**config.mk**
```make
export PLATFORM = sky130hd
export DESIGN_NAME = vec_collector
export DESIGN_NICKNAME = d
export VERILOG_FILES = /design/src/rtl/vec_collector.sv
export SDC_FILE = /design/constraint.sdc
export NUM_CORES = 1
export LEC_CHECK = 0
export CAP_MARGIN = 30
export CORE_MARGIN = 3
export CORE_UTILIZATION = 35
export CTS_CLUSTER_DIAMETER = 100
export DETAILED_ROUTE_END_ITERATION = 6
export GPL_ROUTABILITY_DRIVEN = 0
export GPL_TIMING_DRIVEN = 0
export PLACE_DENSITY = 0.65
export SETUP_SLACK_MARGIN = 0.3
export SYNTH_ARGS = -nofsm -noshare
export SYNTH_HDL_FRONTEND = slang
export SYNTH_SLANG_ARGS = --single-unit
```
**constraint.sdc**
```tcl
create_clock -name clk -period 1.5 [get_ports clk]
set_input_delay 0.375 -clock clk [delete_from_list [all_inputs] [get_ports clk]]
set_output_delay 0.375 -clock clk [all_outputs]
set_load 0.05 [all_outputs]
```
**src/rtl/vec_collector.sv**
```systemverilog
// Purpose : gathers a serial word stream into one packed INPUTS_NUM-slot vector for the adder tree.
// Latency : m_valid rises the cycle after the closing input handshake; next word accepted the cycle after m_ready.
// Backpr. : s_ready is low for the whole HOLD state; the vector is held stable until m_ready is seen.
//
// Ports:
//   clk, rst            rising-edge clock, synchronous active-high reset
//   s_data/s_valid/
//   s_last/s_ready      input word stream; s_last closes a short frame
//   m_vec               packed vector, slot k at [k*IDATA_WIDTH +: IDATA_WIDTH]
//   m_count             number of slots written in the presented frame
//   m_valid/m_ready     output handshake
//   m_sum               (only with VEC_COLLECT_SUM_EN) running sum of the frame's words
//
// Optional feature macro: VEC_COLLECT_SUM_EN adds the m_sum accumulator and port.
module vec_collector #(
  parameter  int INPUTS_NUM  = 6,
  parameter  int IDATA_WIDTH = 32,
  localparam int CNT_WIDTH   = $clog2(INPUTS_NUM + 1),
  localparam int SUM_WIDTH   = IDATA_WIDTH + $clog2(INPUTS_NUM)
) (
  input  logic                              clk,
  input  logic                              rst,
  input  logic [IDATA_WIDTH-1:0]            s_data,
  input  logic                              s_valid,
  input  logic                              s_last,
  output logic                              s_ready,
  output logic [INPUTS_NUM*IDATA_WIDTH-1:0] m_vec,
  output logic [CNT_WIDTH-1:0]              m_count,
  output logic                              m_valid,
`ifdef VEC_COLLECT_SUM_EN
  output logic [SUM_WIDTH-1:0]              m_sum,
`endif
  input  logic                              m_ready
);

  typedef enum logic {
    S_FILL = 1'b0,
    S_HOLD = 1'b1
  } state_t;

  state_t                            state_q, state_d;
  logic [CNT_WIDTH-1:0]              idx_q, idx_d;
  logic [CNT_WIDTH-1:0]              count_q, count_d;
  logic [INPUTS_NUM*IDATA_WIDTH-1:0] vec_q, vec_d;

  logic in_hs;
  logic in_close;
  logic out_hs;

  assign in_hs    = s_valid & s_ready;
  // s_last on the final slot closes the frame exactly like a full vector.
  assign in_close = (idx_q == CNT_WIDTH'(INPUTS_NUM - 1)) | s_last;
  assign out_hs   = m_valid & m_ready;

  // ---------------- FSM: state register ----------------
  always_ff @(posedge clk) begin
    if (rst) begin
      state_q <= S_FILL;
    end else begin
      state_q <= state_d;
    end
  end

  // ---------------- FSM: next state ----------------
  always_comb begin
    state_d = state_q;
    case (state_q)
      S_FILL: if (in_hs && in_close) state_d = S_HOLD;
      S_HOLD: if (m_ready)           state_d = S_FILL;
      default: state_d = S_FILL;
    endcase
  end

  // ---------------- FSM: outputs ----------------
  // m_valid is a pure decode of the state register, so it is glitch-free
  // and rises exactly one cycle after the closing handshake.
  always_comb begin
    s_ready = (state_q == S_FILL) && !rst;
    m_valid = (state_q == S_HOLD);
  end

  // ---------------- Datapath ----------------
  // Slots are cleared on the output handshake, so unwritten slots of a short
  // frame are already zero when the next frame is presented.
  always_comb begin
    vec_d   = vec_q;
    idx_d   = idx_q;
    count_d = count_q;
    if (in_hs) begin
      for (int k = 0; k < INPUTS_NUM; k++) begin
        if (idx_q == CNT_WIDTH'(k)) begin
          vec_d[k*IDATA_WIDTH +: IDATA_WIDTH] = s_data;
        end
      end
      idx_d = idx_q + CNT_WIDTH'(1);
      if (in_close) begin
        count_d = idx_q + CNT_WIDTH'(1);
      end
    end else if (out_hs) begin
      vec_d   = '0;
      idx_d   = '0;
      count_d = '0;
    end
  end

  always_ff @(posedge clk) begin
    if (rst) begin
      vec_q   <= '0;
      idx_q   <= '0;
      count_q <= '0;
    end else begin
      vec_q   <= vec_d;
      idx_q   <= idx_d;
      count_q <= count_d;
    end
  end

  assign m_vec   = vec_q;
  assign m_count = count_q;

`ifdef VEC_COLLECT_SUM_EN
  // Accumulates alongside the slot writes, so it is ready the same cycle as m_vec.
  logic [SUM_WIDTH-1:0] sum_q, sum_d;

  always_comb begin
    sum_d = sum_q;
    if (in_hs) begin
      sum_d = sum_q + SUM_WIDTH'(s_data);
    end else if (out_hs) begin
      sum_d = '0;
    end
  end

  always_ff @(posedge clk) begin
    if (rst) begin
      sum_q <= '0;
    end else begin
      sum_q <= sum_d;
    end
  end

  assign m_sum = sum_q;
`endif

endmodule

```
# After elaboration in Yosys (flattened, before gate mapping)
# Index checks and enable logic that the tools add are counted.
dict set report word_totals {
  regBits 199
  latch_bits 0
  mem_bits_rw 0
  rom_bits 0
  inputBits 37
  out_inout_bits 197
  word_cells 53
  mem_count 0
}
dict set report classes {
  addsub 1
  n_mul 0
  div 0
  order_cmp 0
  eq_ne 12
  shifts 0
  n_mux 15
  bitwise 4
  reduce_logical 12
}
# op count
set op_table {}
lappend op_table {{$mux 192} 2}
lappend op_table {{$mux 32} 6}
lappend op_table {{$ne 2x1->1 const B} 7}
lappend op_table {{$reduce_and 2->1} 7}
lappend op_table {{$mux 3} 4}
lappend op_table {{$eq 3x2->1 const B} 2}
lappend op_table {{$eq 3x3->1 const B} 2}
lappend op_table {{$add 3x1->3 const B} 1}
lappend op_table {{$eq 3x1->1 const B} 1}
lappend op_table {{$logic_not 3->1} 1}
lappend op_table {{$and 1x1->1} 2}
lappend op_table {{$logic_and 1x1->1} 2}
lappend op_table {{$mux 1} 2}
lappend op_table {{$pmux 1 s2} 1}
lappend op_table {{$reduce_bool 2->1} 1}
lappend op_table {{$logic_not 1->1} 1}
lappend op_table {{$not 1->1} 1}
lappend op_table {{$or 1x1->1} 1}

# Longest topological paths before layout
# Gate-level depths: netlist (run 1).
dict set report logic_depth {
  word_depth 6
  mapped_depth 7
  depth_no_buf 5
}

# Least setup slack after synthesis (run 1)
# Ideal clock, no wire load.
dict set report synth_path {
  path_type {in2out}
  start {in rst}
  end {out s_ready}
  arrival_ps 1603
  required_ps 1125
  path_slack_ps -478
  path_stages 4
  path_buffers 3
  cell_sequence {buf_2 clkbuf_1 clkbuf_1 nor2_1}
}
dict set report synth_via {
  elab_chain_len 2
}
# item line_no
set synth_lines {}
lappend synth_lines {{from (decl)} 22} ;# input logic rst,
lappend synth_lines {{$logic_not 1->1} 78} ;# s_ready = (state_q == S_FILL) && !rst;
lappend synth_lines {{$logic_and 1x1->1} 78}
lappend synth_lines {{to (decl)} 26} ;# output logic s_ready,
# No other way between the ends.

# Worst setup path after layout (run 1)
dict set report layout_path {
  start {reg idx_q[1]}
  end {reg vec_q[154], in the netlist m_vec[154]}
}
dict set report layout_via {
  elab_chain_len 3
}
# item line_no
set layout_lines {}
lappend layout_lines {{from (decl)} 42} ;# logic [CNT_WIDTH-1:0] idx_q, idx_d;
lappend layout_lines {{from (signal assigned)} 113} ;# idx_q <= idx_d;
lappend layout_lines {{$eq 3x3->1} 91} ;# if (idx_q == CNT_WIDTH'(k)) begin
lappend layout_lines {{$ne 2x1->1 (no source line)} -}
lappend layout_lines {{$reduce_and 2->1 (no source line)} -}
lappend layout_lines {{to (signal assigned)} 112} ;# vec_q <= vec_d;
lappend layout_lines {{to (decl)} 44} ;# logic [INPUTS_NUM*IDATA_WIDTH-1:0] vec_q, vec_d;
# No other way between the ends.
# A chain may end at the register's enable or synchronous reset.

==> impl_results.html, run 1 <==
<table>
<tr><th>Metric</th><th>Value</th></tr>
<tr><th colspan="2">Setup path</th></tr>
<tr><td>Nature of the critical path endpoint</td><td>register</td></tr>
<tr><td>Arrival time worst endpoint</td><td>2.06 ns</td></tr>
<tr><td>Setup CP Type</td><td>register to register</td></tr>
<tr><td>Kind of launch point of the worst setup path</td><td>register</td></tr>
<tr><td>Req. time, crit path</td><td>1.85 ns</td></tr>
<tr><td>Maximum fanout count along the critical path</td><td>5</td></tr>
<tr><th colspan="2">Synthesis</th></tr>
<tr><td>Simple-gate share of the synthesized area</td><td>17.1%</td></tr>
<tr><td>Netlist area before placement</td><td>7450 µm²</td></tr>
<tr><td>Main combinational cell family by area after synthesis</td><td>multiplexers</td></tr>
<tr><td>Ys Warns</td><td>0</td></tr>
<tr><td>Synth unique cells</td><td>29</td></tr>
<tr><td>Top area cells in the synthesized netlist</td><td>sky130_fd_sc_hd__dfxtp_1 (53%), sky130_fd_sc_hd__mux2i_1 (18%), sky130_fd_sc_hd__nand2_1 (9.9%), sky130_fd_sc_hd__a22o_1 (3.6%), sky130_fd_sc_hd__nand2b_1 (2.9%)</td></tr>
<tr><td>Proportion of synthesized area in mux cells</td><td>17.6%</td></tr>
<tr><td>Average footprint of a synthesized cell</td><td>9.96 µm²</td></tr>
<tr><td>Post-synth top area share</td><td>53.5%</td></tr>
<tr><td>Register bit total from synthesis</td><td>199</td></tr>
<tr><td>Largest area contributor in the synthesized netlist</td><td>sky130_fd_sc_hd__dfxtp_1</td></tr>
<tr><td>Register area share after synthesis</td><td>53.5%</td></tr>
<tr><td>Synth Instances</td><td>748</td></tr>
<tr><td>Synth Area in Adders</td><td>0.840%</td></tr>
<tr><td>Post-Syn Nets</td><td>790</td></tr>
<tr><td>Fraction of synthesized cell area in xor and xnor cells</td><td>0%</td></tr>
<tr><td>Share of the synthesized area in compound gates (AO/OA/AOI/OAI)</td><td>6.58%</td></tr>
<tr><th colspan="2">Run status</th></tr>
<tr><td>Outcome</td><td>complete, but fails checks</td></tr>
<tr><td>Violations in the final reports</td><td>negative setup slack</td></tr>
<tr><th colspan="2">Place</th></tr>
<tr><td>Quantity of I/O buffers inserted on ports</td><td>232</td></tr>
<tr><td>Estimated wirelength of the detail-placed design</td><td>17.3 mm</td></tr>
<tr><td>Worst slack at placement</td><td>-0.724 ns</td></tr>
<tr><th colspan="2">STA</th></tr>
<tr><td>Max-Slew Margin vs Limit</td><td>58.4%</td></tr>
<tr><td>Skew final</td><td>0.0144 ns</td></tr>
<tr><td>Setup-failing EPs final</td><td>127</td></tr>
<tr><td>RSZ-0062 raised after global routing</td><td>true</td></tr>
<tr><td>Setup TNS</td><td>-8.33 ns</td></tr>
<tr><td>Max-slew violation total from the final report</td><td>0</td></tr>
<tr><td>Maximum frequency from static timing analysis</td><td>0.587 GHz</td></tr>
<tr><td>Setup slack after layout</td><td>-0.205 ns</td></tr>
<tr><td>Final period demand of the worst path</td><td>1.70 ns</td></tr>
<tr><td>Post-route fraction of the period consumed by the critical path</td><td>114%</td></tr>
<tr><td>Transition time at the pin with the least slew margin</td><td>0.624 ns</td></tr>
<tr><td>Endpoints failing hold</td><td>0</td></tr>
<tr><th colspan="2">Floorplan</th></tr>
<tr><td>Chip width</td><td>152 µm</td></tr>
<tr><td>Die outline height</td><td>152 µm</td></tr>
<tr><td>Core outline area</td><td>20,600 µm²</td></tr>
<tr><td>Number of rows in the core area</td><td>52</td></tr>
<tr><td>Total Die Area</td><td>23,100 µm²</td></tr>
<tr><td>Initial core utilization</td><td>36.2%</td></tr>
<tr><td>Boundary pin count</td><td>234</td></tr>
<tr><th colspan="2">Clocking</th></tr>
<tr><td>Clock insertion delay at the later pin of the skew report</td><td>0.44 ns</td></tr>
<tr><td>Root cell of the clock tree</td><td>sky130_fd_sc_hd__clkbuf_16</td></tr>
<tr><td>CTS tree</td><td>yes</td></tr>
<tr><td>Buffer levels on the longest clock path</td><td>2</td></tr>
<tr><td>Clock slew at the register clock pins of the worst setup and hold paths</td><td>0.08 ns</td></tr>
<tr><td>Number of buffers added by the clock tree synthesis step</td><td>17</td></tr>
<tr><td>H-tree level count</td><td>4</td></tr>
<tr><td>Num Clock Sinks</td><td>199</td></tr>
<tr><td>Post-cts hold buffer count</td><td>0</td></tr>
<tr><th colspan="2">Global route</th></tr>
<tr><td>Via count of the first global-routing pass</td><td>6,785</td></tr>
<tr><td>Largest net degree at the start of global routing</td><td>22</td></tr>
<tr><td>Total global-route track usage</td><td>22.8%</td></tr>
<tr><td>Global-route wire length before repair</td><td>40.9 mm</td></tr>
<tr><td>Initial antenna violation count</td><td>1</td></tr>
<tr><td>Global route overflow</td><td>0</td></tr>
<tr><th colspan="2">Power</th></tr>
<tr><td>Total power density per cell area</td><td>843 nW/µm²</td></tr>
<tr><td>Lkg Pwr</td><td>0.00618 µW</td></tr>
<tr><td>Maximum vdd drop</td><td>0.784 mV</td></tr>
<tr><td>Post-layout power</td><td>12,000 µW</td></tr>
<tr><th colspan="2">Final layout</th></tr>
<tr><td>Utilization after layout</td><td>69.4%</td></tr>
<tr><td>Number of filler instances in the final layout</td><td>1,471</td></tr>
<tr><td>Combined flip-flop and latch cell area</td><td>4270 µm²</td></tr>
<tr><td>Post-synthesis to final-layout area growth</td><td>91.4%</td></tr>
<tr><td>Count of nets after finishing</td><td>1,151</td></tr>
<tr><td>Ratio of cells with drive above 1 in the final layout</td><td>62.7%</td></tr>
<tr><td>Footprint of the multi-input gates</td><td>3630 µm²</td></tr>
<tr><th colspan="2">Drt</th></tr>
<tr><td>Post-DR wirelength/cell</td><td>20.5 µm</td></tr>
<tr><td>Vias after detailed routing</td><td>6,877</td></tr>
<tr><td>Via-per-instance ratio</td><td>4.94</td></tr>
<tr><td>Routed wire length</td><td>28.5 mm</td></tr>
<tr><td>Count of unresolved DRC violations after routing</td><td>0</td></tr>
<tr><td>Pre-antenna DRT Iters</td><td>4</td></tr>
<tr><td>Antenna Nets Post-Route</td><td>0</td></tr>
<tr><td>Detailed Route Iter0 Violations</td><td>254</td></tr>
<tr><th colspan="2">Job</th></tr>
<tr><td>Maxcap violations</td><td>0</td></tr>
<tr><th colspan="2">Min path</th></tr>
<tr><td>Type of the most critical hold path</td><td>primary input to register</td></tr>
</table>
-- state kept, by name, indices dropped and copies added (netlist names) --
signal,flops
idx_q,3
m_count,3
m_valid,1
m_vec,192
-- final timing paths --
| path | slack (ns) | startpoint | cells after the start | end |
|---|---|---|---|---|
| worst max register to register | -0.20 | idx_q[1] | 9 | m_vec[154] |
| worst min register to register | 0.47 | m_vec[158] | 2 | m_vec[158] |
| worst min-delay path | 0.31 | rst | 3 | m_vec[96] |
| worst max-delay path | -0.20 | idx_q[1] | 9 | m_vec[154] |
-- critical path, stage by stage (launching register included) --
cell                       delay (ns)
sky130_fd_sc_hd__dfxtp_2         0.33
sky130_fd_sc_hd__inv_2           0.08
sky130_fd_sc_hd__ha_4            0.13
sky130_fd_sc_hd__nand3b_1        0.10
sky130_fd_sc_hd__buf_4           0.17
sky130_fd_sc_hd__nor3_4          0.16
sky130_fd_sc_hd__buf_6           0.17
sky130_fd_sc_hd__buf_12          0.12
sky130_fd_sc_hd__buf_12          0.13
sky130_fd_sc_hd__mux2i_1         0.23
-- placed cells by master (no fill, tap or decap), types with 3 or more instances in the layout --
cell / n
sky130_fd_sc_hd__buf_6: 40
sky130_fd_sc_hd__nand2b_1: 33
sky130_fd_sc_hd__clkbuf_16: 23
sky130_fd_sc_hd__nor2_1: 4
sky130_fd_sc_hd__a21oi_1: 28
sky130_fd_sc_hd__clkbuf_1: 5
sky130_fd_sc_hd__inv_8: 5
sky130_fd_sc_hd__clkinv_8: 5
sky130_fd_sc_hd__buf_4: 64
sky130_fd_sc_hd__nand3_1: 30
sky130_fd_sc_hd__buf_8: 202
sky130_fd_sc_hd__buf_16: 11
sky130_fd_sc_hd__dfxtp_4: 13
sky130_fd_sc_hd__clkbuf_8: 3
sky130_fd_sc_hd__nand2_1: 116
sky130_fd_sc_hd__clkdlybuf4s50_1: 33
sky130_fd_sc_hd__mux2i_2: 4
sky130_fd_sc_hd__buf_12: 28
sky130_fd_sc_hd__ha_4: 3
sky130_fd_sc_hd__mux2i_1: 127
sky130_fd_sc_hd__dfxtp_2: 186
sky130_fd_sc_hd__clkinv_4: 3
sky130_fd_sc_hd__clkbuf_2: 3
sky130_fd_sc_hd__a22o_1: 31
sky130_fd_sc_hd__a21oi_2: 5
sky130_fd_sc_hd__nand2_2: 60
sky130_fd_sc_hd__nand2_4: 20
-- final cells by class --
cell class                      count  share of cell area, %
Tap cell                          270                   2.37
Inverter                            4                  0.123
Multi-Input combinational cell    490                   25.4
Buffer                             55                   5.76
Antenna cell                        1                 0.0175
Timing Repair Buffer              342                   32.1
Clock buffer                       17                   2.98
Clock inverter                     15                   1.27
Sequential cell                   199                   29.9
-- metrics by stage --
stage	cells	hold WS [ns]	area (µm²)
2_1_floorplan	748	0.492	7660
3_3_place_gp	1250	0.441	10300
3_5_place_dp	1250	0.449	10300
4_1_cts	1353	0.269	13400
5_1_grt	1393	0.310	14300
6_report	1393	0.313	14300
-- synth_stat cells --
| cell type | count |
|---|---|
| sky130_fd_sc_hd__a21boi_1 | 1 |
| sky130_fd_sc_hd__a21oi_1 | 34 |
| sky130_fd_sc_hd__a21oi_2 | 1 |
| sky130_fd_sc_hd__a22o_1 | 31 |
| sky130_fd_sc_hd__a22oi_1 | 2 |
| sky130_fd_sc_hd__a31o_2 | 2 |
| sky130_fd_sc_hd__and3b_1 | 1 |
| sky130_fd_sc_hd__and4b_1 | 1 |
| sky130_fd_sc_hd__buf_2 | 24 |
| sky130_fd_sc_hd__buf_4 | 9 |
| sky130_fd_sc_hd__buf_6 | 6 |
| sky130_fd_sc_hd__clkbuf_1 | 16 |
| sky130_fd_sc_hd__dfxtp_1 | 199 |
| sky130_fd_sc_hd__ha_1 | 5 |
| sky130_fd_sc_hd__inv_1 | 4 |
| sky130_fd_sc_hd__mux2i_1 | 131 |
| sky130_fd_sc_hd__nand2_1 | 196 |
| sky130_fd_sc_hd__nand2b_1 | 34 |
| sky130_fd_sc_hd__nand3_1 | 32 |
| sky130_fd_sc_hd__nand3_2 | 2 |
| sky130_fd_sc_hd__nand3b_1 | 2 |
| sky130_fd_sc_hd__nor2_1 | 6 |
| sky130_fd_sc_hd__nor2b_1 | 2 |
| sky130_fd_sc_hd__nor2b_2 | 1 |
| sky130_fd_sc_hd__nor3_1 | 1 |
| sky130_fd_sc_hd__nor3_2 | 1 |
| sky130_fd_sc_hd__nor3_4 | 1 |
| sky130_fd_sc_hd__nor3b_1 | 2 |
| sky130_fd_sc_hd__nor3b_4 | 1 |
-- timing repair --
item | in CTS | in global routing
cloned | 11 | 6
endpoints found under the hold margin | 0 | 0
gates resized for setup | 1888 | 133
endpoints found under the setup margin | 396 | 396
setup buffers | 60 | 33
pin swaps | 28 | 55
-- metal layers --
| metal | global-route usage, % | vias to the layer above | share of wire, % |
|---|---|---|---|
| li1 | - | 3256 | - |
| met1 | 29.4 | 3373 | 43 |
| met2 | 36.9 | 205 | 48 |
| met3 | 6.91 | 43 | 6.1 |
| met4 | 6.81 | 0 | 2.4 |
| met5 | 0 | - | 0 |
-- where the power goes --
group          switching, µW  total [µW]  internal (µW)
clock network           2400        4670           2270
registers               93.3        5470           5370
logic                   1000        1880            881
total                   3500       12000           8530
-- logic make-up (layout without fill, tap and decap cells) --
group / Yosys count / after routing
fa+ha+maj: 5 / 5
compound gates: 71 / 71
buf+inv: 59 / 433
other cells: 0 / 1
flops: 199 / 199
mux: 131 / 131
simple gates: 283 / 283
Power figures use the tool's default switching activity.
==> run 2: changes to the inputs <==
--- a/config.mk
+++ b/config.mk
@@ -12,7 +12,6 @@
 export DETAILED_ROUTE_END_ITERATION = 6
 export GPL_ROUTABILITY_DRIVEN = 0
 export GPL_TIMING_DRIVEN = 0
-export PLACE_DENSITY = 0.65
 export SETUP_SLACK_MARGIN = 0.3
 export SYNTH_ARGS = -nofsm -noshare
 export SYNTH_HDL_FRONTEND = slang
==> constraint.sdc (replaced) <==
create_clock -name clk -period 2 [get_ports clk]
set_input_delay 0.5 -clock clk [delete_from_list [all_inputs] [get_ports clk]]
set_output_delay 0.5 -clock clk [all_outputs]
set_load 0.05 [all_outputs]
==> run 2 against run 1 <==
Against the previous run:
- the flow now finishes without violations
- worst setup slack improved by 0.51 ns
- combinational power decreased by 50%
- global-route usage decreased by 1.9 points
- first-iteration DRC count increased by 27%
- clock-buffer cell count increased by 1
- utilization decreased by 17 points
- via count decreased by 9.4%
- register-to-register slack improved by 0.57 ns
- clock skew decreased by 0.0062 ns
- worst hold slack improved by 0.14 ns
- wire length decreased by 14%
- total power decreased by 30%
- critical endpoint is now s_ready
==> impl_results.html, run 2 (synthesis results as in run 1) <==
<table>
<tr><th>Metric</th><th>Value</th></tr>
<tr><th colspan="2">Run status</th></tr>
<tr><td>Outcome</td><td>complete, no violations</td></tr>
<tr><th colspan="2">Floorplan</th></tr>
<tr><td>Core outline area</td><td>20,600 µm²</td></tr>
<tr><td>Chip width</td><td>152 µm</td></tr>
<tr><td>Boundary pin count</td><td>234</td></tr>
<tr><td>Die outline height</td><td>152 µm</td></tr>
<tr><td>Initial core utilization</td><td>36.2%</td></tr>
<tr><td>Total Die Area</td><td>23,100 µm²</td></tr>
<tr><td>Number of rows in the core area</td><td>52</td></tr>
<tr><th colspan="2">Final layout</th></tr>
<tr><td>Finished Cell Area</td><td>10,900 µm²</td></tr>
<tr><td>Count of nets after finishing</td><td>1,053</td></tr>
<tr><td>Antenna diode instance count</td><td>0</td></tr>
<tr><td>Max FFs per register</td><td>192</td></tr>
<tr><td>Footprint of the multi-input gates</td><td>3170 µm²</td></tr>
<tr><td>Combined flip-flop and latch cell area</td><td>3990 µm²</td></tr>
<tr><td>Commonest cells after routing, fill and taps aside</td><td>sky130_fd_sc_hd__nand2_1 (196), sky130_fd_sc_hd__dfxtp_1 (196), sky130_fd_sc_hd__mux2i_1 (131)</td></tr>
<tr><td>Utilization after layout</td><td>52.8%</td></tr>
<tr><td>Ratio of cells with drive above 1 in the final layout</td><td>29.8%</td></tr>
<tr><td>Post-synthesis to final-layout area growth</td><td>45.8%</td></tr>
<tr><td>Number of filler instances in the final layout</td><td>1,927</td></tr>
<tr><th colspan="2">Drt</th></tr>
<tr><td>Count of unresolved DRC violations after routing</td><td>0</td></tr>
<tr><td>Antenna Nets Post-Route</td><td>0</td></tr>
<tr><td>Pre-antenna DRT Iters</td><td>5</td></tr>
<tr><td>Detailed Route Iter0 Violations</td><td>323</td></tr>
<tr><td>Post-DR wirelength/cell</td><td>18.9 µm</td></tr>
<tr><td>Routed wire length</td><td>24.5 mm</td></tr>
<tr><td>Vias after detailed routing</td><td>6,230</td></tr>
<tr><td>Via-per-instance ratio</td><td>4.81</td></tr>
<tr><th colspan="2">STA</th></tr>
<tr><td>Setup-failing EPs final</td><td>0</td></tr>
<tr><td>Endpoints failing hold</td><td>0</td></tr>
<tr><td>Maximum frequency from static timing analysis</td><td>0.589 GHz</td></tr>
<tr><td>Max-slew violation total from the final report</td><td>0</td></tr>
<tr><td>Final period demand of the worst path</td><td>1.70 ns</td></tr>
<tr><td>RSZ-0062 raised after global routing</td><td>true</td></tr>
<tr><td>Max-Slew Margin vs Limit</td><td>62.0%</td></tr>
<tr><td>Transition time at the pin with the least slew margin</td><td>0.570 ns</td></tr>
<tr><td>Skew final</td><td>0.00822 ns</td></tr>
<tr><td>Post-route fraction of the period consumed by the critical path</td><td>84.9%</td></tr>
<tr><th colspan="2">Min path</th></tr>
<tr><td>WHS Path Cells</td><td>2</td></tr>
<tr><td>End point of the most critical hold path</td><td>m_vec[149]</td></tr>
<tr><td>Type of the most critical hold path</td><td>register to register</td></tr>
<tr><td>Min-Delay Startpoint</td><td>m_vec[149]</td></tr>
<tr><th colspan="2">Global route</th></tr>
<tr><td>Via count of the first global-routing pass</td><td>6,130</td></tr>
<tr><td>Total global-route track usage</td><td>20.8%</td></tr>
<tr><td>Global Route met3 Usage</td><td>6.11%</td></tr>
<tr><td>Met2 Usage GRT</td><td>32.9%</td></tr>
<tr><td>Global route overflow</td><td>0</td></tr>
<tr><td>Global-route wire length before repair</td><td>37.7 mm</td></tr>
<tr><td>Met1 track demand over resource</td><td>28.1%</td></tr>
<tr><td>Gr busiest metal</td><td>met2</td></tr>
<tr><td>Largest net degree at the start of global routing</td><td>19</td></tr>
<tr><td>Initial antenna violation count</td><td>1</td></tr>
<tr><th colspan="2">Setup path</th></tr>
<tr><td>Crit-path most repeated cell</td><td>sky130_fd_sc_hd__buf_8</td></tr>
<tr><td>Req. time, crit path</td><td>1.50 ns</td></tr>
<tr><td>Path depth of the worst reg2reg path</td><td>7</td></tr>
<tr><td>Worst-path cell chain</td><td>buf_8, buf_8, buf_8, nor2_4, buf_8</td></tr>
<tr><td>Kind of launch point of the worst setup path</td><td>primary input</td></tr>
<tr><td>Nature of the critical path endpoint</td><td>primary output</td></tr>
<tr><td>Maximum fanout count along the critical path</td><td>10</td></tr>
<tr><td>Largest incremental delay on the critical path</td><td>0.15 ns</td></tr>
<tr><td>Slack of the worst reg-to-reg path</td><td>0.37 ns</td></tr>
<tr><td>Setup CP Type</td><td>primary input to primary output</td></tr>
<tr><td>Arrival time worst endpoint</td><td>1.20 ns</td></tr>
<tr><td>Reg2Reg Launch Point</td><td>idx_q[0]</td></tr>
<tr><td>Capture point of the worst reg-to-reg path</td><td>m_vec[1]</td></tr>
<tr><td>Cell with the biggest individual delay on the critical path</td><td>sky130_fd_sc_hd__buf_8</td></tr>
<tr><th colspan="2">Clocking</th></tr>
<tr><td>Clock slew at the register clock pins of the worst setup and hold paths</td><td>0.07 ns</td></tr>
<tr><td>H-tree level count</td><td>4</td></tr>
<tr><td>Num Clock Sinks</td><td>199</td></tr>
<tr><td>Root cell of the clock tree</td><td>sky130_fd_sc_hd__clkbuf_16</td></tr>
<tr><td>Number of buffers added by the clock tree synthesis step</td><td>17</td></tr>
<tr><td>Buffer levels on the longest clock path</td><td>2</td></tr>
<tr><td>Clock insertion delay at the later pin of the skew report</td><td>0.43 ns</td></tr>
<tr><td>CTS tree</td><td>yes</td></tr>
<tr><th colspan="2">Power</th></tr>
<tr><td>Lkg Pwr</td><td>0.00444 µW</td></tr>
<tr><td>Post-layout power</td><td>8410 µW</td></tr>
<tr><td>Maximum vdd drop</td><td>0.547 mV</td></tr>
<tr><td>Total power density per cell area</td><td>774 nW/µm²</td></tr>
<tr><th colspan="2">Job</th></tr>
<tr><td>Maxcap violations</td><td>0</td></tr>
<tr><th colspan="2">Place</th></tr>
<tr><td>Estimated wirelength of the detail-placed design</td><td>17.7 mm</td></tr>
<tr><td>Quantity of I/O buffers inserted on ports</td><td>232</td></tr>
<tr><td>Cell area reported after detailed placement</td><td>10,100 µm²</td></tr>
</table>
[run 2: stage by stage]
stage | hold WS, ns | cells | setup slack (ns) | TNS, ns
6_report | 0.453 | 1294 | 0.302 | 0
4_1_cts | 0.432 | 1288 | 0.185 | 0
3_5_place_dp | 0.446 | 1250 | -0.422 | -48.74
2_1_floorplan | 0.518 | 748 | 0.300 | 0
5_1_grt | 0.441 | 1294 | 0.276 | 0
3_3_place_gp | 0.443 | 1250 | -0.429 | -45.58
[run 2: timing repair]
action,4_1_cts,5_1_grt
endpoints found under the setup margin,386,222
gates resized for setup,613,148
buffers inserted,6,6
hold buffers,0,0
pin swaps,0,2
[run 2: how the worst max path moves through the flow]
stage | from | endpoint | slack, ns | cells past startpoint
3_5_place_dp | rst | s_ready | -0.42 | 5
2_1_floorplan | rst | s_ready | 0.30 | 4
3_3_place_gp | rst | s_ready | -0.43 | 5
5_1_grt | m_valid | s_ready | 0.28 | 3
4_1_cts | m_valid | s_ready | 0.19 | 3
6_report | rst | s_ready | 0.30 | 5
[run 2: final cells by class]
type	instances	share of cell area, %
inverter	4	0.138
sequential	199	36.7
clock inverter	14	1.27
tap	270	3.11
timing repair buffer	244	21.6
multi-input combinational	490	29.2
clock buffer	18	4.04
buffer	55	3.92
[run 2: critical path, delay by kind of cell]
family	cells	cell delay (ns)
and+or+nand+nor	1	0.11
buffers and inverters	4	0.57
[run 2: per-layer routing]
metal / part of all wire (%) / vias up
met2: 46 / 203
met5: 0.053 / -
met1: 46 / 2953
li1: - / 3054
met3: 6.4 / 18
met4: 0.93 / 2
[run 2: report_power, final]
group	leakage [µW]	switching [µW]	internal (µW)
Sequential	0.00161	42.4	4030
Combinational	0.00254	619	322
Clock	0.000283	1610	1790
==> run 3: changes to the inputs <==
==> constraint.sdc (replaced) <==
create_clock -name clk -period 1.7 [get_ports clk]
set_input_delay 0.425 -clock clk [delete_from_list [all_inputs] [get_ports clk]]
set_output_delay 0.425 -clock clk [all_outputs]
set_load 0.05 [all_outputs]
==> run 3 against run 2 <==
Against the previous run:
- clock skew is 0.0031 ns higher
- utilization is 7.2 points higher
- worst hold slack got worse by 0.098 ns
- final cell count rose by 2.6%
- total power grew 22%
- first-iteration DRC count is 8.4% lower
- die area stayed put
- wire length grew 9.2%
- sequential cell count unchanged
- register-to-register slack worse by 0.27 ns
==> impl_results.html, run 3 (synthesis results as in run 1) <==
<table>
<tr><th>Metric</th><th>Value</th></tr>
<tr><th colspan="2">Run status</th></tr>
<tr><td>Outcome</td><td>complete, no violations</td></tr>
<tr><th colspan="2">Final layout</th></tr>
<tr><td>Combined flip-flop and latch cell area</td><td>4090 µm²</td></tr>
<tr><td>Max FFs per register</td><td>192</td></tr>
<tr><td>Ratio of cells with drive above 1 in the final layout</td><td>42.1%</td></tr>
<tr><td>Number of filler instances in the final layout</td><td>1,771</td></tr>
<tr><td>Count of nets after finishing</td><td>1,086</td></tr>
<tr><td>Commonest cells after routing, fill and taps aside</td><td>sky130_fd_sc_hd__nand2_1 (179), sky130_fd_sc_hd__mux2i_1 (131), sky130_fd_sc_hd__dfxtp_1 (124)</td></tr>
<tr><td>Most common library cell in the layout ignoring fill and taps</td><td>sky130_fd_sc_hd__nand2_1</td></tr>
<tr><td>Finished Cell Area</td><td>12,300 µm²</td></tr>
<tr><td>Post-synthesis to final-layout area growth</td><td>65.8%</td></tr>
<tr><td>Footprint of the multi-input gates</td><td>3350 µm²</td></tr>
<tr><td>Utilization after layout</td><td>60.1%</td></tr>
<tr><th colspan="2">Drt</th></tr>
<tr><td>Routed wire length</td><td>26.7 mm</td></tr>
<tr><td>Pre-antenna DRT Iters</td><td>5</td></tr>
<tr><td>Antenna Nets Post-Route</td><td>0</td></tr>
<tr><td>Detailed Route Iter0 Violations</td><td>296</td></tr>
<tr><td>Count of unresolved DRC violations after routing</td><td>0</td></tr>
<tr><td>Via-per-instance ratio</td><td>4.87</td></tr>
<tr><td>Vias after detailed routing</td><td>6,471</td></tr>
<tr><td>Post-DR wirelength/cell</td><td>20.1 µm</td></tr>
<tr><th colspan="2">Floorplan</th></tr>
<tr><td>Chip width</td><td>152 µm</td></tr>
<tr><td>Boundary pin count</td><td>234</td></tr>
<tr><td>Number of rows in the core area</td><td>52</td></tr>
<tr><td>Initial core utilization</td><td>36.2%</td></tr>
<tr><td>Core outline area</td><td>20,600 µm²</td></tr>
<tr><td>Die outline height</td><td>152 µm</td></tr>
<tr><td>Total Die Area</td><td>23,100 µm²</td></tr>
<tr><th colspan="2">STA</th></tr>
<tr><td>Setup-failing EPs final</td><td>0</td></tr>
<tr><td>Max-Slew Margin vs Limit</td><td>51.5%</td></tr>
<tr><td>Post-route fraction of the period consumed by the critical path</td><td>94.6%</td></tr>
<tr><td>Maximum frequency from static timing analysis</td><td>0.622 GHz</td></tr>
<tr><td>Worst slack on hold paths</td><td>0.356 ns</td></tr>
<tr><td>Setup TNS</td><td>0 ns</td></tr>
<tr><td>Transition time at the pin with the least slew margin</td><td>0.728 ns</td></tr>
<tr><td>Skew final</td><td>0.0113 ns</td></tr>
<tr><td>Final period demand of the worst path</td><td>1.61 ns</td></tr>
<tr><td>RSZ-0062 raised after global routing</td><td>true</td></tr>
<tr><td>Endpoints failing hold</td><td>0</td></tr>
<tr><td>Max-slew violation total from the final report</td><td>0</td></tr>
<tr><th colspan="2">Setup path</th></tr>
<tr><td>Setup CP Type</td><td>primary input to primary output</td></tr>
<tr><td>Nature of the critical path endpoint</td><td>primary output</td></tr>
<tr><td>Largest incremental delay on the critical path</td><td>0.18 ns</td></tr>
<tr><td>Kind of launch point of the worst setup path</td><td>primary input</td></tr>
<tr><td>Arrival time worst endpoint</td><td>1.18 ns</td></tr>
<tr><td>Worst-path cell chain</td><td>buf_12, clkbuf_8, clkbuf_8, nor2_4, buf_8</td></tr>
<tr><td>Crit-path most repeated cell</td><td>sky130_fd_sc_hd__clkbuf_8</td></tr>
<tr><td>Cell with the biggest individual delay on the critical path</td><td>sky130_fd_sc_hd__clkbuf_8</td></tr>
<tr><td>Req. time, crit path</td><td>1.27 ns</td></tr>
<tr><td>Maximum fanout count along the critical path</td><td>10</td></tr>
<tr><th colspan="2">Power</th></tr>
<tr><td>Total power density per cell area</td><td>831 nW/µm²</td></tr>
<tr><td>Switching Share</td><td>27.4%</td></tr>
<tr><td>Combinational Power Share</td><td>13.2%</td></tr>
<tr><td>Clock Power Share</td><td>40.0%</td></tr>
<tr><td>Post-layout power</td><td>10,300 µW</td></tr>
<tr><td>Part of the total power dissipated in sequential elements</td><td>46.9%</td></tr>
<tr><td>Lkg Pwr</td><td>0.00510 µW</td></tr>
<tr><td>Maximum vdd drop</td><td>0.658 mV</td></tr>
<tr><td>Reported net switching power</td><td>2810 µW</td></tr>
<tr><td>Internal power contribution</td><td>7450 µW</td></tr>
<tr><th colspan="2">Clocking</th></tr>
<tr><td>Post-cts hold buffer count</td><td>0</td></tr>
<tr><td>Clock insertion delay at the later pin of the skew report</td><td>0.44 ns</td></tr>
<tr><td>CTS tree</td><td>yes</td></tr>
<tr><td>H-tree level count</td><td>4</td></tr>
<tr><td>Num Clock Sinks</td><td>199</td></tr>
<tr><td>Root cell of the clock tree</td><td>sky130_fd_sc_hd__clkbuf_16</td></tr>
<tr><td>Number of buffers added by the clock tree synthesis step</td><td>17</td></tr>
<tr><td>Clock slew at the register clock pins of the worst setup and hold paths</td><td>0.07 ns</td></tr>
<tr><td>Buffer levels on the longest clock path</td><td>2</td></tr>
<tr><th colspan="2">Global route</th></tr>
<tr><td>Global-route wire length before repair</td><td>37.9 mm</td></tr>
<tr><td>Via count of the first global-routing pass</td><td>6,092</td></tr>
<tr><td>Largest net degree at the start of global routing</td><td>19</td></tr>
<tr><td>Initial antenna violation count</td><td>1</td></tr>
<tr><td>Total global-route track usage</td><td>21.1%</td></tr>
<tr><td>Global route overflow</td><td>0</td></tr>
<tr><th colspan="2">Place</th></tr>
<tr><td>Quantity of I/O buffers inserted on ports</td><td>232</td></tr>
<tr><td>Cell area reported after detailed placement</td><td>10,200 µm²</td></tr>
<tr><td>Estimated wirelength of the detail-placed design</td><td>17.7 mm</td></tr>
<tr><th colspan="2">Job</th></tr>
<tr><td>Maxcap violations</td><td>0</td></tr>
<tr><th colspan="2">Min path</th></tr>
<tr><td>Type of the most critical hold path</td><td>primary input to register</td></tr>
</table>
[run 3: cell types whose count changed in the layout (fill, tap and decap cells not counted), sizes merged]
cell           delta
buf              +92
clkbuf            +3
clkdlybuf4s15    -44
clkdlybuf4s18    -17
clkdlybuf4s50     -1
clkinv            +1
clkinvlp          -1
diode             +1
dlymetal6s2s      +1
inv               -1
[run 3: worst max-delay path: cells and delay by family]
family / cells / cell delay, ns
buffers and inverters: 4 / 0.63
and+or+nand+nor: 1 / 0.12
[run 3: cell type report]
cell class / count / area share, %
buffer: 55 / 5.66
clock inverter: 13 / 1.11
tap: 270 / 2.74
timing repair buffer: 277 / 26.4
antenna: 1 / 0.0203
sequential: 199 / 33.1
clock buffer: 19 / 3.67
inverter: 4 / 0.162
multi-input combinational: 490 / 27.1
[run 3: metrics by stage]
stage               std cells  worst slack, ns
floorplan                 748            0.152
global placement         1250           -0.660
detailed placement       1250           -0.670
CTS                      1300           0.0971
global route             1328           0.0539
finish                   1328           0.0923
[run 3: power groups by stage]
stage / registers, µW / clock network (µW) / logic (µW)
3_5_place_dp: 4900 / 0 / 1100
4_1_cts: 4810 / 4180 / 1170
6_report: 4810 / 4100 / 1350
3_3_place_gp: 4900 / 0 / 1100
5_1_grt: 4820 / 4380 / 1410
2_1_floorplan: 5180 / 0 / 357
[run 3: worst paths after layout]
kind | startpoint | end | slack (ns) | cells after the start
hold reg to reg | m_vec[151] | m_vec[151] | 0.46 | 2
setup / recovery | rst | s_ready | 0.09 | 5
setup reg to reg | m_valid | m_vec[21] | 0.10 | 6
hold / removal | rst | m_vec[128] | 0.36 | 3
[run 3: repair_timing]
action,in CTS,in global routing
setup endpoints to repair,393,360
cloned,2,13
resized for setup,1081,242
setup buffers,16,14
pin swaps,2,7
[run 3: per-layer routing]
metal | vias to the layer above | global-route usage, % | share of wire (%)
met4 | 0 | 4.79 | 1.2
met5 | - | 0 | 0
met3 | 16 | 6.66 | 6.1
li1 | 3131 | - | -
met2 | 191 | 33.7 | 48
met1 | 3133 | 28.1 | 45
